--- src/rtl/nrad_handshake.sv ---
// Valid/ready front-end and result register for the 4-bit by 2-bit non-restoring array divider.
// Optional result self-check is enabled by defining NRAD_CHECK_EN.
module nrad_handshake #(
    parameter int unsigned SETTLE_CYCLES = 2
) (
    input  logic       clk,
    input  logic       reset,
    input  logic       in_valid,
    output logic       in_ready,
    input  logic [3:0] in_x,
    input  logic [1:0] in_y,
    output logic [3:0] div_x,
    output logic [1:0] div_y,
    input  logic [2:0] div_q,
    input  logic [2:0] div_r,
    output logic       out_valid,
    input  logic       out_ready,
    output logic [2:0] out_q,
    output logic [2:0] out_r,
    output logic       out_dz,
    output logic       out_err
);

    typedef enum logic [1:0] {StIdle, StSettle, StHold} state_e;

    state_e     state_q, state_d;
    logic [3:0] cnt_q;
    logic       transfer;
    logic       capture;
    logic       out_valid_q;

    always_ff @(posedge clk) begin
        if (reset) begin
            state_q <= StIdle;
        end else begin
            state_q <= state_d;
        end
    end

    always_comb begin
        state_d = state_q;
        unique case (state_q)
            StIdle: begin
                if (in_valid) begin
                    state_d = (in_y == 2'd0) ? StHold : StSettle;
                end
            end
            StSettle: begin
                if (cnt_q == 4'd0) begin
                    state_d = StHold;
                end
            end
            StHold: begin
                if (out_ready) begin
                    state_d = StIdle;
                end
            end
            default: state_d = StIdle;
        endcase
    end

    always_comb begin
        in_ready = (state_q == StIdle) && !reset;
        transfer = in_ready && in_valid;
        capture  = (state_q == StSettle) && (cnt_q == 4'd0);
    end

    assign out_valid = out_valid_q;

    always_ff @(posedge clk) begin
        if (reset) begin
            out_valid_q <= 1'b0;
            cnt_q       <= 4'd0;
            div_x       <= 4'd0;
            div_y       <= 2'd0;
            out_q       <= 3'd0;
            out_r       <= 3'd0;
            out_dz      <= 1'b0;
        end else begin
            out_valid_q <= (state_d == StHold);
            if (transfer) begin
                div_x <= in_x;
                div_y <= in_y;
                if (in_y == 2'd0) begin
                    out_q  <= 3'd0;
                    out_r  <= 3'd0;
                    out_dz <= 1'b1;
                end else begin
                    out_dz <= 1'b0;
                    cnt_q  <= 4'(SETTLE_CYCLES - 1);
                end
            end else if (capture) begin
                out_q <= div_q;
                out_r <= div_r;
            end else if (state_q == StSettle) begin
                cnt_q <= cnt_q - 4'd1;
            end
        end
    end

`ifdef NRAD_CHECK_EN
    // Array result must satisfy q*y + r == x with r < y; quotient overflow also flags.
    logic [5:0] chk_sum;
    logic       chk_err;
    logic       out_err_q;

    always_comb begin
        chk_sum = ({3'b000, div_q} * {4'b0000, div_y}) + {3'b000, div_r};
        chk_err = (chk_sum != {2'b00, div_x}) || (div_r >= {1'b0, div_y});
    end

    always_ff @(posedge clk) begin
        if (reset) begin
            out_err_q <= 1'b0;
        end else if (transfer && (in_y == 2'd0)) begin
            out_err_q <= 1'b0;
        end else if (capture) begin
            out_err_q <= chk_err;
        end
    end

    assign out_err = out_err_q;
`else
    assign out_err = 1'b0;
`endif

endmodule

--- config.mk ---
export PLATFORM = sky130hd
export DESIGN_NAME = nrad_handshake
export DESIGN_NICKNAME = d
export VERILOG_FILES = /design/src/rtl/nrad_handshake.sv
export SDC_FILE = /design/constraint.sdc
export NUM_CORES = 1
export LEC_CHECK = 0
export ABC_AREA = 1
export CORE_ASPECT_RATIO = 0.7
export CORE_MARGIN = 3
export CORE_UTILIZATION = 43
export DETAILED_ROUTE_END_ITERATION = 8
export HOLD_SLACK_MARGIN = 0.06
export PLACE_DENSITY_LB_ADDON = 0.15
export SLEW_MARGIN = 20
export SYNTH_ARGS = -nofsm -noshare
export SYNTH_HDL_FRONTEND = slang
export SYNTH_SLANG_ARGS = --single-unit
--- constraint.sdc ---
create_clock -name clk -period 1.65 [get_ports clk]
set_input_delay 0.165 -clock clk [delete_from_list [all_inputs] [get_ports clk]]
set_output_delay 0.165 -clock clk [all_outputs]
set_load 0.005 [all_outputs]
[After elaboration in Yosys (flattened, before gate mapping)]
Index checks and enable logic that the tools add are counted.
Widths: inputs -> output; s select.
Storage, ports and cells
  bits in registers: 20
  bits in latches: 0
  bits in writable memories: 0
  memory bits (read-only): 0
  input bits: 16
  output and inout bits: 16
  logic and storage cells: 41
  memories: 0
Operators by class
  add/sub/neg operators: 1
  multiply operators: 0
  divide/modulo/power cells: 0
  order comparisons: 0
  eq/ne operators: 6
  shift-type cells: 0
  muxes and demuxes: 15
  bitwise operators: 0
  reductions and logical operators: 11
Operator list (count)
  $mux 4: 4
  $mux 3: 5
  $mux 2: 4
  $pmux 2 s3: 1
  $eq 2x2->1 const B: 2
  $logic_not 2->1: 2
  $logic_not 4->1: 1
  $ne 2x2->1 const B: 2
  $reduce_bool 2->1: 2
  $sub 4x1->4 const B: 1
  $logic_and 1x1->1: 3
  $reduce_and 3->1: 1
  $eq 2x1->1 const B: 1
  $ne 2x1->1 const B: 1
  $reduce_and 2->1: 1
  $logic_not 1->1: 1
  $mux 1: 1

[Depth between registers and ports, before layout]
  depth after elaboration: 5
  mapped depth: 9
  depth with buffers taken out: 9

[Worst setup path before layout]
Ideal clock, no wire load.
  kind: reg2reg
  from: reg cnt_q[0]
  to: reg out_valid_q, in the netlist out_valid
  library setup time: 0.119 ns
  arrival: 1.107 ns
  required time: 1.531 ns
  slack: 0.423 ns
  stages on the path, launching flop included: 7
  period minus slack after synthesis: 1.227 ns
  cell sequence: dfxtp_1 > inv_1 > ha_1 > nand3_1 > inv_1 > o21ai_0 > inv_1
Between the ends
  word-level cells in the longest chain between the ends: 4
Ends and longest elaborated chain
  from (decl): line 27  | logic [3:0] cnt_q;
  from (signal assigned): line 90  | cnt_q <= 4'(SETTLE_CYCLES - 1);
  from (signal assigned): line 96  | cnt_q <= cnt_q - 4'd1;
  $logic_not 4->1: line 49  | if (cnt_q == 4'd0) begin
  $mux 2: line 49
  $pmux 2 s3: line 42  | unique case (state_q)
  $eq 2x2->1: line 80  | out_valid_q <= (state_d == StHold);
  to (signal assigned): line 80
  to (decl): line 30  | logic out_valid_q;
Every way passes these cells.
A chain may end at the register's enable or synchronous reset.

[Worst setup path in the final report]
  from: reg cnt_q[0]
  to: reg state_q[1]
Between the ends
  word-level cells in the longest chain between the ends: 3
Ends and longest elaborated chain
  $logic_not 4->1: line 49
  $mux 2: line 49
  $pmux 2 s3: line 42
  to (signal assigned): line 34  | state_q <= StIdle;
  to (signal assigned): line 36  | state_q <= state_d;
  to (decl): line 26  | state_e state_q, state_d;
Every way passes these cells.

==> results by stage <==
Detailed routing:
- In this run the remaining antenna-violating nets after routing total 0.
- Dividing the detail-routed wire length by the instance count gives 12.5 um.
- The DRC violation count after routing is 0.
- The length of the first detailed-routing pass in iterations is 4.
- The number of design-rule violations left by the first detailed-router iteration is 29.
- The routed layout has slightly above 900 vias.
- The total detailed-routing wirelength is about 2300 um.
- The via density per instance is about 5.

Clocking:
- In this run the deepest clock path goes through 2 buffers.
- The cell chosen for the clock root is clkbuf_4.
- CTS built an H-tree with a depth of 1.
- The clock insertion delay at the later pin of the skew report is between 300 and 400 ps.
- TritonCTS created 3 clock buffers.
- For this design, the CTS-stage hold fixing added 0 buffers.
- The clock slew seen by the registers of the worst setup and hold paths is 120 ps.
- The TritonCTS clock tree is done.
- The count of clock tree sinks is 20.

Logic synthesis:
- After synthesis, the largest area contributor takes up 45.1% of total cell area.
- Among all cell types in the netlist, the one instantiated most often is nand2_1.
- In this run, synthesis produced a sequential element count of 20.
- The number of unique standard cell types used by synthesis is 19.
- Counting every instance in the synthesized netlist gives roughly 120.
- The post-synthesis net count is 142.
- Yosys printed 0 warnings.
- The share of synthesized registers carrying an async set or reset is 0%.
- After synthesis, flip-flops and latches occupy roughly 45% of the total area.
- The synthesized design contains 0 enable-type register cells.
- After synthesis, the most frequently instantiated cells are 33 x nand2_1, 20 x dfxtp_1, 16 x nor2_1.
- In the synthesized netlist the dominant register cell turns out to be dfxtp_1.
- The cell area that synthesis handed to floorplanning was slightly below 900 sq um.
- The largest total area in the synthesized netlist belongs to dfxtp_1.
- After synthesis, the cell types taking the most area are dfxtp_1 45%, nand2_1 14%, nor2_1 6.8%.
- The mean cell area of the mapped netlist is between 7 and 8 sq um.

Final layout:
- At the end of the flow, the number of nets in the layout was 179.
- The area added between synthesis and finish is 43.0%.
- Cells with a size suffix above 1 make up approximately 10% of the layout.
- The end-of-flow core utilization is 66.7%.
- The final-layout fill cell count is ~180.
- The repair_antennas step left the layout with diodes totalling 0.

Power:
- Total power for the finished layout comes to approximately 0.0012 W.
- The worst-case IR drop observed on VDD is about 0.76 mV.
- The reported leakage power is 0.597 nW.
- The power density relative to cell area is 937 nW/um^2.

Min path:
- The path category of the worst min-delay check is input port to flip-flop.
- The worst hold path begins at in_x[2].
- For hold timing, the worst endpoint is div_x[2].
- The instance count along the most critical hold path is 3.

Timing:
- Based on the critical path, the design can be clocked at up to about 700 MHz.
- The number of hold-slack violations in the final timing report was 0.
- Adding up every negative setup slack in the final design gives 0 ps.
- Setup repair after global routing left no endpoint under its margin.
- Clock skew on the completed layout was measured at between 10 and 15 ps.
- The final critical path time including I/O delays and setup is between 1000 and 1500 ps.
- The setup-violating endpoint count in the final report is 0.
- The max-slew violation total from the final report is 0.
- In the finished design, the share of the clock period the worst path needs comes to a little under nine tenths.

Setup path:
- At the worst endpoint, the required time is around 1900 ps.
- In this run the critical register-to-register path is captured at state_q[1].
- The type of element capturing the critical path is a flip-flop.
- The number of cells on the worst reg-to-reg path is 6.
- The arrival time of data at the critical path endpoint is 1630 ps.
- The critical path in this run is classified as flip-flop to flip-flop.
- The worst register-to-register path begins at cnt_q[0].
- The register-to-register path setup slack is around 230 ps.
- The maximum fanout encountered on the critical timing path is 5.
- The nature of the critical path startpoint is a flip-flop.
- The timing startpoint of the critical path is cnt_q[0].

Flow run:
- The max-cap violation count is 0.

Floorplanning:
- In this run the count of I/O pins placed on the die edge is 32.
- The floorplan has 13 rows.
- The die covers between 2000 and 3000 sq um.
- The initial utilization of the core area, before any placement, comes to 46.6%.
- The core region area is 1900 sq um.
- From left edge to right edge, the die measures ~60 um.
- The die height is around 44 um.

GRT:
- The via count of the first global-routing pass came to approximately 800.
- The initial antenna violation count is 0.
- For this run the aggregate overflow at the end of global routing stands at 0.
- Across every metal layer, demand over resource in global routing totals between 10% and 20%.
- The first global-routing pass estimated about 3600 um of wire.
- Entering global routing, the biggest net connects 15 pins.

Place:
- The final RePlAce weighted congestion is ~0.76.
- The wire-length estimate of the detail-placed layout is roughly 1700 um.
- The count of input and output buffers is 30.

Status:
- The flow ran to the end, and the final reports show no timing, DRC or antenna violations.
[power by group]
group / internal [W] / leakage (nW) / switching [W] / total, W
Combinational: 0.000169 / 0.412 / 0.000163 / 0.000332
Sequential: 0.000535 / 0.164 / 0.0000274 / 0.000562
Clock: 0.000135 / 0.0210 / 0.000160 / 0.000294
[worst max path at each step]
stage,endpoint
2_1_floorplan,out_valid
3_3_place_gp,cnt_q[3]
3_5_place_dp,in_ready
4_1_cts,in_ready
5_1_grt,state_q[1]
6_report,state_q[1]
[stage by stage]
step	cells	setup slack [ps]	cell area, sq um	hold slack [ps]
floorplan	124	423	887	234
global placement	177	139	1220	452
detailed placement	177	103	1220	454
CTS	181	16.5	1260	393
global route	182	125	1270	389
finish	182	228	1270	407
[registers in the layout, indices dropped and copies added (netlist names)]
register and count:
out_r 3, div_x 4, cnt_q 4, state_q 2, out_valid 1, out_q 3
out_dz 1, div_y 2
[kinds of logic after synthesis]
kind of cell,Yosys count,share of synthesized area (%)
other,1,0.423
buffers and inverters,19,9.87
AND/OR/NAND/NOR,60,27.9
adder cells (fa/ha/maj),2,2.82
AO/OA/AOI/OAI,22,13.8
flip-flops,20,45.1
[cells in the final DEF (no fill, tap or decap), types with 2 or more instances in the layout]
master           netlist  routed
nor2_1                16      16
o21ai_0               10      10
nand2_1               33      33
clkdlybuf4s50_1        0      29
a22oi_1                4       4
ha_1                   2       2
a21oi_1                6       6
nand3_1                7       7
o22ai_1                2       2
inv_1                 14      14
dfxtp_1               20      19
buf_4                  2       6
clkbuf_4               0       3
[worst max-delay path: stages, from the launching register on]
cell and delay, ps:
dfxtp_1 360, inv_1 90, ha_1 230, nand3_1 190, inv_1 120, o21ai_0 270
inv_1 60
[timing repair]
action                                  CTS  global route
hold endpoints to repair                  0             0
endpoints found under the setup margin    0             1
gates resized for setup                   0             2
setup buffers                             0             1
[final cells by class]
| type | instances | area, sq um | share of cell area, % |
|---|---|---|---|
| Sequential cell | 20 | 402 | 31.7 |
| Inverter | 15 | 56.3 | 4.44 |
| Multi-Input combinational cell | 85 | 399 | 31.5 |
| Tap cell | 22 | 27.5 | 2.17 |
| Timing Repair Buffer | 36 | 348 | 27.4 |
| Clock buffer | 4 | 36.3 | 2.86 |
[per-layer routing]
metal | part of all wire [%] | global-route usage, % | up-vias
met3 | 6.8 | 8.33 | 4
met2 | 44 | 28.0 | 28
met1 | 47 | 23.8 | 421
met4 | 1.5 | 7.08 | 0
met5 | 0 | 0 | -
li1 | - | - | 460
(Power assumes the default switching activity.)
